===== config.mk =====
export PLATFORM = sky130hd
export DESIGN_NAME = repetition_matcher
export DESIGN_NICKNAME = d
export VERILOG_FILES = /design/src/rtl/repetition_matcher.sv
export SDC_FILE = /design/constraint.sdc
export NUM_CORES = 1
export LEC_CHECK = 0
export CAP_MARGIN = 20
export CORE_ASPECT_RATIO = 1.1
export CORE_MARGIN = 2
export CORE_UTILIZATION = 45
export CTS_CLUSTER_SIZE = 40
export DETAILED_ROUTE_END_ITERATION = 8
export PLACE_DENSITY = 0.69
export SLEW_MARGIN = 40
export SYNTH_ARGS = -nofsm -noshare
export SYNTH_HDL_FRONTEND = slang
export SYNTH_SLANG_ARGS = --single-unit

===== constraint.sdc =====
create_clock -name clk -period 3.3 [get_ports clk]
set_clock_uncertainty 0.1 [all_clocks]
set_input_delay 0.66 -clock clk [delete_from_list [all_inputs] [get_ports clk]]
set_output_delay 0.66 -clock clk [all_outputs]
set_load 0.01 [all_outputs]

===== src/rtl/repetition_matcher.sv =====
// Multi-channel matcher for SVA-style consecutive, goto and nonconsecutive repetition.
// Optional abort timer for armed channels is enabled by defining REP_TIMEOUT_EN.
module repetition_matcher #(
  parameter int unsigned NUM_CH  = 4,
  parameter int unsigned MAX_N   = 15,
  parameter int unsigned CNT_W   = $clog2(MAX_N + 1),
  parameter int unsigned TIMEOUT = 64
) (
  input  logic              clk,
  input  logic              rst,
  input  logic [1:0]        cfg_mode,
  input  logic [CNT_W-1:0]  cfg_n,
  input  logic [NUM_CH-1:0] trig,
  input  logic [NUM_CH-1:0] ev,
  output logic [NUM_CH-1:0] match,
  output logic [NUM_CH-1:0] busy,
  output logic [NUM_CH-1:0] ovf,
  output logic [NUM_CH-1:0] timeout
);

  typedef enum logic [1:0] {
    S_IDLE  = 2'd0,
    S_ARMED = 2'd1,
    S_HIT   = 2'd2
  } state_e;

  localparam logic [1:0] MODE_GOTO = 2'd1;
  localparam logic [1:0] MODE_NONC = 2'd2;

  logic [1:0]        mode_q;
  logic [CNT_W-1:0]  n_q;
  logic              cfg_chg_c;
  logic              goto_c;
  logic              nonc_c;
  logic [CNT_W-1:0]  last_c;
  state_e            state_q [NUM_CH];
  state_e            state_d [NUM_CH];
  logic [CNT_W-1:0]  cnt_q   [NUM_CH];
  logic [CNT_W-1:0]  cnt_d   [NUM_CH];
  logic [NUM_CH-1:0] ev_last_c;
  logic [NUM_CH-1:0] match_c;
  logic [NUM_CH-1:0] busy_c;
  logic [NUM_CH-1:0] ovf_q;
  logic [NUM_CH-1:0] ovf_d;

`ifdef REP_TIMEOUT_EN
  localparam int unsigned TMR_W = $clog2(TIMEOUT + 1);
  logic [TMR_W-1:0]  tmr_q [NUM_CH];
  logic [TMR_W-1:0]  tmr_d [NUM_CH];
  logic [NUM_CH-1:0] to_q;
  logic [NUM_CH-1:0] to_d;
`endif

  assign cfg_chg_c = (cfg_mode != mode_q) || (cfg_n != n_q);
  assign goto_c    = (cfg_mode == MODE_GOTO);
  assign nonc_c    = (cfg_mode == MODE_NONC);

  // Effective N-1: zero means one, oversize values clamp to MAX_N.
  always_comb begin
    if (cfg_n == '0) begin
      last_c = '0;
    end else if (cfg_n > CNT_W'(MAX_N)) begin
      last_c = CNT_W'(MAX_N - 1);
    end else begin
      last_c = cfg_n - CNT_W'(1);
    end
  end

  // Per-channel next state, counter and output decode.
  always_comb begin
    for (int i = 0; i < NUM_CH; i++) begin
      state_d[i]   = state_q[i];
      cnt_d[i]     = cnt_q[i];
      ev_last_c[i] = ev[i] && (cnt_q[i] == last_c);
      match_c[i]   = 1'b0;
      busy_c[i]    = 1'b0;
      ovf_d[i]     = 1'b0;
`ifdef REP_TIMEOUT_EN
      tmr_d[i]     = tmr_q[i];
      to_d[i]      = 1'b0;
`endif
      if (!goto_c && !nonc_c) begin
        state_d[i] = S_IDLE;
        busy_c[i]  = (cnt_q[i] != '0);
        match_c[i] = ev_last_c[i];
        if (ev_last_c[i]) begin
          cnt_d[i] = '0;
        end else if (ev[i]) begin
          cnt_d[i] = cnt_q[i] + CNT_W'(1);
        end else begin
          cnt_d[i] = '0;
        end
      end else begin
        busy_c[i] = (state_q[i] != S_IDLE);
        case (state_q[i])
          S_IDLE: begin
            if (trig[i]) begin
              state_d[i] = S_ARMED;
              cnt_d[i]   = '0;
`ifdef REP_TIMEOUT_EN
              tmr_d[i]   = '0;
`endif
            end
          end
          S_ARMED: begin
`ifdef REP_TIMEOUT_EN
            tmr_d[i] = tmr_q[i] + TMR_W'(1);
`endif
            if (trig[i]) begin
              cnt_d[i] = '0;
`ifdef REP_TIMEOUT_EN
              tmr_d[i] = '0;
`endif
            end else if (ev_last_c[i]) begin
              cnt_d[i] = '0;
              if (nonc_c) begin
                state_d[i] = S_HIT;
              end else begin
                state_d[i] = S_IDLE;
                match_c[i] = 1'b1;
              end
            end else begin
              if (ev[i]) begin
                cnt_d[i] = cnt_q[i] + CNT_W'(1);
              end
`ifdef REP_TIMEOUT_EN
              if (tmr_q[i] == TMR_W'(TIMEOUT - 1)) begin
                state_d[i] = S_IDLE;
                cnt_d[i]   = '0;
                to_d[i]    = 1'b1;
              end
`endif
            end
          end
          S_HIT: begin
            match_c[i] = 1'b1;
            if (trig[i]) begin
              state_d[i] = S_ARMED;
              cnt_d[i]   = '0;
`ifdef REP_TIMEOUT_EN
              tmr_d[i]   = '0;
`endif
            end else if (ev[i]) begin
              state_d[i] = S_IDLE;
              ovf_d[i]   = 1'b1;
            end
          end
          default: begin
            state_d[i] = S_IDLE;
            cnt_d[i]   = '0;
          end
        endcase
      end
      // A configuration change flushes every channel and suppresses this cycle's outputs.
      if (cfg_chg_c) begin
        state_d[i] = S_IDLE;
        cnt_d[i]   = '0;
        match_c[i] = 1'b0;
        ovf_d[i]   = 1'b0;
`ifdef REP_TIMEOUT_EN
        to_d[i]    = 1'b0;
`endif
      end
    end
  end

  always_ff @(posedge clk) begin
    mode_q <= cfg_mode;
    n_q    <= cfg_n;
    if (rst) begin
      ovf_q <= '0;
      for (int i = 0; i < NUM_CH; i++) begin
        state_q[i] <= S_IDLE;
        cnt_q[i]   <= '0;
      end
    end else begin
      ovf_q <= ovf_d;
      for (int i = 0; i < NUM_CH; i++) begin
        state_q[i] <= state_d[i];
        cnt_q[i]   <= cnt_d[i];
      end
    end
  end

`ifdef REP_TIMEOUT_EN
  always_ff @(posedge clk) begin
    if (rst) begin
      to_q <= '0;
      for (int i = 0; i < NUM_CH; i++) begin
        tmr_q[i] <= '0;
      end
    end else begin
      to_q <= to_d;
      for (int i = 0; i < NUM_CH; i++) begin
        tmr_q[i] <= tmr_d[i];
      end
    end
  end

  assign timeout = to_q;
`else
  // Without the timer an armed channel waits indefinitely.
  if (TIMEOUT > 0) begin : g_no_timer
    assign timeout = '0;
  end else begin : g_no_timer_zero
    assign timeout = '0;
  end
`endif

  assign match = match_c;
  assign busy  = busy_c;
  assign ovf   = ovf_q;

endmodule


Word level (Yosys, flattened, before mapping)
Memories as Yosys holds them, arrays and structs flattened. Index checks and enable logic that the tools add are counted.

Muxes and demuxes: 111. Add/subtract/negate cells: 5. Equal/unequal tests: 16. $mul: 0. Div/mod/pow operators: 0. Bitwise logic cells: 12. Reduce and logical (&&, ||, !) cells: 29. Shift-type cells: 0. Order comparisons: 1.

Operator list (number): $mux 4 (38); $mux 2 (33); $pmux 4 s2 (4); $mux 1 (28); $pmux 2 s3 (4); $reduce_or 5->1 (4); $add 4x1->4 const B (4); $eq 4x4->1 (4); $reduce_bool 4->1 (4); $eq 2x1->1 const B (5); $eq 2x2->1 const B (5); $logic_not 2->1 (4); $or 1x1->1 (8); $pmux 1 s2 (4); $reduce_bool 2->1 (4); $reduce_or 2->1 (4); $logic_and 1x1->1 (5); $gt 4x4->1 const B (1); $logic_not 4->1 (1); $ne 4x4->1 (1); $not 1->1 (4); $sub 4x1->4 const B (1); $logic_not 1->1 (2); $ne 2x2->1 (1); $logic_or 1x1->1 (1).

Memories: 2. Bits in read-only memories: 0. RAM bits: 24. Word-level logic and storage cells: 182. Flip-flop bits (word level): 10. Output and inout port bits: 16. Bits of input ports: 16. Latch bits: 0.

Memories: cnt_q (depth 4, bits a word 4, rd ports 4, clocked after Yosys merged registers in 0, write ports 4, line 38) `logic [CNT_W-1:0] cnt_q [NUM_CH];`; state_q (depth 4, bits a word 2, rd ports 4, clocked after Yosys merged registers in 0, write ports 4, line 36) `state_e state_q [NUM_CH];`.

Depth between registers and ports, before layout
Depth in word-level cells: 11. Depth in mapped cells: 9. Gate-level depth less buffers: 8.

Worst setup path before layout
Ideal clock, no wire load.

Path type: input to output. Start: input port cfg_n[1]. End: output port match[0]. Arrival time: 2.282 ns. Path slack: 0.258 ns. Buffers on the path: 1. Cell stages on the path: 7. Required time: 2.540 ns. Cells stage by stage: buf_2 -> or3_1 -> or3_1 -> a32oi_1 -> nand3_2 -> o21bai_1 -> a21oi_1.

Cells in the longest elaborated chain, start to end: 10. Elaborated cells between the ends (all ways): 14. Classes of those cells: add/sub: 1; order compare: 1; eq/ne: 2; mux: 7; reduce/logical: 3.

RTL lines: from (decl) (line 12) `input logic [CNT_W-1:0] cfg_n,`; $sub 4x1->4 / $gt 4x4->1 (equally long branches) (line 65, 62); $mux 4 (line 62) `end else if (cfg_n > CNT_W'(MAX_N)) begin`; $mux 4 (line 60) `if (cfg_n == '0) begin`; $eq 4x4->1 (line 74) `ev_last_c[i] = ev[i] && (cnt_q[i] == last_c);`; $logic_and 1x1->1 (line 74); $mux 1 (line 114) `end else if (ev_last_c[i]) begin`; $mux 1 (line 109) `if (trig[i]) begin`; $pmux 1 s2 (line 95) `case (state_q[i])`; $mux 1 (line 82) `if (!goto_c && !nonc_c) begin`; $mux 1 (*) (line 155) `if (cfg_chg_c) begin`; to (decl) (line 15) `output logic [NUM_CH-1:0] match,`.

Mark *: on every way between the ends. The rest lies on a longest branch, timed or not.

Final worst setup path
Ends and elaborated chain as after synthesis.

==> results list <==
- Of the total synthesized cell area, the portion taken by XOR and XNOR cells is 0.0350.
* Total track usage: 0.213
- Worst skew pair latency: 0.29 ns
- Maximum net fanout on the critical path: 5
- In this run the mean area of a mapped cell was 7.68 um2.
* Slew at the pin closest to its max-slew limit: 0.498 ns
- Peak per-stage delay on the critical path: approximately 0.4 ns
- In this run the remaining antenna-violating nets after routing total 0.
- Num Clock Sinks: 34
- Clock-pin slew was measured on the worst setup and hold paths at 0.07 ns.
- Critical path arrival: about 2.5 ns
* Final hold violation count: 0
- Outcome: finished, final reports clean
* Endpoints failing setup: 0
* Vias per cell: 5.52
* Final routed DRC violation total: 0
- Leakage dissipation: 0.00137 uW
- Initial core utilization: 0.471
- Multiplexer fraction of the synthesized cell area: 0
* Pre-Repair DR Iteration Count: 4
- Remaining global-route overflow: 0
- Post-route cell area: 3510 um2
* Crit Reg-Reg Startpoint: cnt_q[2][1]
- Dividing the final minimum period by the clock period gives 0.983.
* P&R area growth vs syn: 27.7%
* Post-synth EDFFs: 0
- In the final layout, the share of cells above drive strength 1 is 0.182.
- The congestion estimate from routability-driven global placement came to 0.894.
- Worst endpoint required time: 2.54 ns
* Buffers on Ports: 27
- STA classifies the critical path endpoint as an output port.
* Height of the die: 86.0 um
- Portion of total power attributed to combinational logic: 0.219
- Number of nets in the layout: 464
* ANT cells: 0
- The region available for standard cell placement spans 5840 um2.
- After the first detailed-routing iteration, the DRC count stood at 134.
* Sw Pwr: about 270 uW
- First element of the critical path: cfg_n[1]
- Leaving out filler cells and counting taps, the final layout contains 500.
- Relative slew slack: 0.664
* Max Buffers Root-to-Sink: 2
- The internal portion of the total power is 655 uW.
- Full die area: 6750 um2
- Post-synthesis async set-or-reset flop share: 0
- Slowest stage cell on the critical path: sky130_fd_sc_hd__or3_1
* Switching power share of the total: 0.292
- The worst setup path is launched from a primary input.
* Largest net degree at the start of global routing: 17
- Clock period minus final worst setup slack: 3.24 ns
* Number of global-route vias before repair: around 2600
* Register bit count reported by yosys: 34
- The tool flagged a number of max-cap violations equal to 0.
- The number of antenna violations at the first check in global routing came to 0.
- The cell area that synthesis handed to floorplanning was 2750 um2.
- # rows: 29
- Relative contribution of the clock network to total power: 0.331
* Complex-gate fraction of the synthesized area: 0.265
* Peak VDD IR: 0.000148 V
* Clock tree from TritonCTS: built
- Number of primary I/O pins: 32
- The placed instances occupy a cell area of 3370 um2.
* Global-route wire length before repair: 11.7 mm
* Level count of the clock H-tree: 2
- Fill cells: 543
- Post-synthesis cell type count: 61
* F_max: about 310 MHz
- Type of the worst min-delay path: flop to flop
* Utilization of the core after routing: 0.601
- Launch instance of the worst min-delay path: state_q[3][1]
- Most common flop cell mapped by yosys: sky130_fd_sc_hd__dfxtp_1
- Dividing total power by cell area gives a power density of roughly 260 nW/um2.
* Number of CTS-inserted buffers: 5
* Post-CTS Setup Inserts: 0
* Die width: 78.5 um
- The worst setup path is of the primary input to output port kind.
* Number of synthesis warnings: 0
- Wirelength per Cell: approximately 14 um
- For this block, the routed nets add up to 6.84 mm of wire.
- Final slew viol count: 0
- Number of placed instances with taps included: 493
* Syn Inst Count: about 360
- Summed over all nets, the half-perimeter wirelength after detailed placement is 5.08 mm.
- Of the total synthesized cell area, the portion taken by AND, OR, NAND and NOR gates is 0.260.
* Chain of cells forming the critical path: clkdlybuf4s15_2 -> or3_1 -> or3_1 -> a32oi_2 -> nand3_2 -> o21bai_1 -> a21oi_1 -> clkdlybuf4s15_2
* Share of total power in sequential cells: 0.450
* Synth Area in Adders: 0.114
- The routed layout has 2759 vias.
- Setup repair after global routing could not meet its margin everywhere.
* Combinational family with the most area after synthesis: compound AO/OA/AOI/OAI gates
- The tree is rooted in a sky130_fd_sc_hd__clkbuf_8.
- The share of the Yosys chip area taken by registers is 0.248.
==> stage by stage <==
step	setup WS [ns]	power (uW)	TNS (ns)	hold slack, ns
after global placement	-0.539	620	-2.05	0.407
after floorplan	0.258	528	0	0.379
final	0.0573	925	0	0.414
after global routing	-0.0560	974	-0.0967	0.458
after detailed placement	-0.609	623	-2.30	0.409
after CTS	0.0125	933	0	0.422
==> cells in the final DEF, fill, tap and decap left out, drive strengths merged, types with 12 or more instances in the layout <==
master / n
a21oi: 30
buf: 48
clkdlybuf4s50: 15
dfxtp: 34
ha: 25
inv: 28
nand2: 31
nand3: 12
nor2: 28
nor3: 15
o21ai: 14
==> power by group through the flow <==
stage	combinational, uW	clock (uW)	sequential (uW)
2_1_floorplan	103	0	425
5_1_grt	222	335	417
4_1_cts	200	317	416
3_3_place_gp	195	0	426
6_report	203	306	416
3_5_place_dp	197	0	426
==> Yosys cell counts, drive strengths merged, types with 2 or more instances <==
cell / number / area [um2]
and2: 2 / 12.5
a22oi: 3 / 22.5
or2: 2 / 12.5
a21o: 4 / 30.0
a2111oi: 2 / 36.3
nand3b: 3 / 22.5
o21ai: 14 / 81.3
a21oi: 30 / 154
nand2b: 8 / 50.1
or4: 2 / 15.0
xnor2: 4 / 35.0
o22ai: 3 / 18.8
nand4: 2 / 12.5
o31ai: 3 / 22.5
nor2: 28 / 105
nand2: 31 / 116
o211ai: 9 / 67.6
inv: 28 / 105
nor2b: 9 / 56.3
a221oi: 4 / 41.3
nor3b: 8 / 60.1
a211oi: 5 / 37.5
o22a: 2 / 17.5
nand4b: 3 / 26.3
nor4b: 2 / 23.8
nand3: 12 / 65.1
nor3: 15 / 75.1
o21bai: 3 / 26.3
ha: 25 / 313
buf: 11 / 76.3
or3: 5 / 31.3
a31oi: 9 / 56.3
o21a: 3 / 22.5
a32oi: 3 / 26.3
dfxtp: 34 / 681
xor2: 7 / 61.3
clkbuf: 8 / 30.0
==> critical path: cells and delay by family <==
family,cells,cell delay (ns)
AOI/OAI and AO/OA,3,0.51
and+or+nand+nor,3,0.83
buffers and inverters,2,0.49
==> logic make-up after synthesis <==
logic type	Yosys count
other cells	1
buf+inv	47
compound gates	104
xor+xnor	11
simple gates	136
fa+ha+maj	25
flops	34
==> final timing paths <==
| check | to | slack, ns | cells past startpoint |
|---|---|---|---|
| setup / recovery | match[0] | 0.06 | 8 |
| hold / removal | state_q[3][1] | 0.41 | 2 |
| setup reg to reg | state_q[2][0] | 1.03 | 7 |
| hold reg to reg | state_q[3][1] | 0.41 | 2 |
==> registers in the layout, summed over array words and instances, names as in the netlist <==
name     cells
n_q          4
cnt_q       16
mode_q       2
ovf          4
state_q      8
==> final cells by class <==
cell class | instances | area [um2] | area share
clock buffer | 5 | 68.8 | 0.0196
sequential | 34 | 681 | 0.194
timing repair buffer | 74 | 637 | 0.181
inverter | 28 | 105 | 0.0299
multi-input combinational | 280 | 1910 | 0.545
tap | 77 | 96.3 | 0.0274
clock inverter | 2 | 10.0 | 0.00285
==> routing by layer <==
layer	up-vias	GRT usage	routed length, um
met5	-	0	0
met4	0	0.0718	107
met3	10	0.0379	235
met2	61	0.372	3340
met1	1278	0.262	3150
li1	1410	-	-
==> repair_timing <==
item	CTS	global route
endpoints found under the hold margin	0	0
hold buffers	0	0
setup endpoints to repair	5	7
resized for setup	25	11
pin swaps	2	0
(Power assumes the default switching activity.)
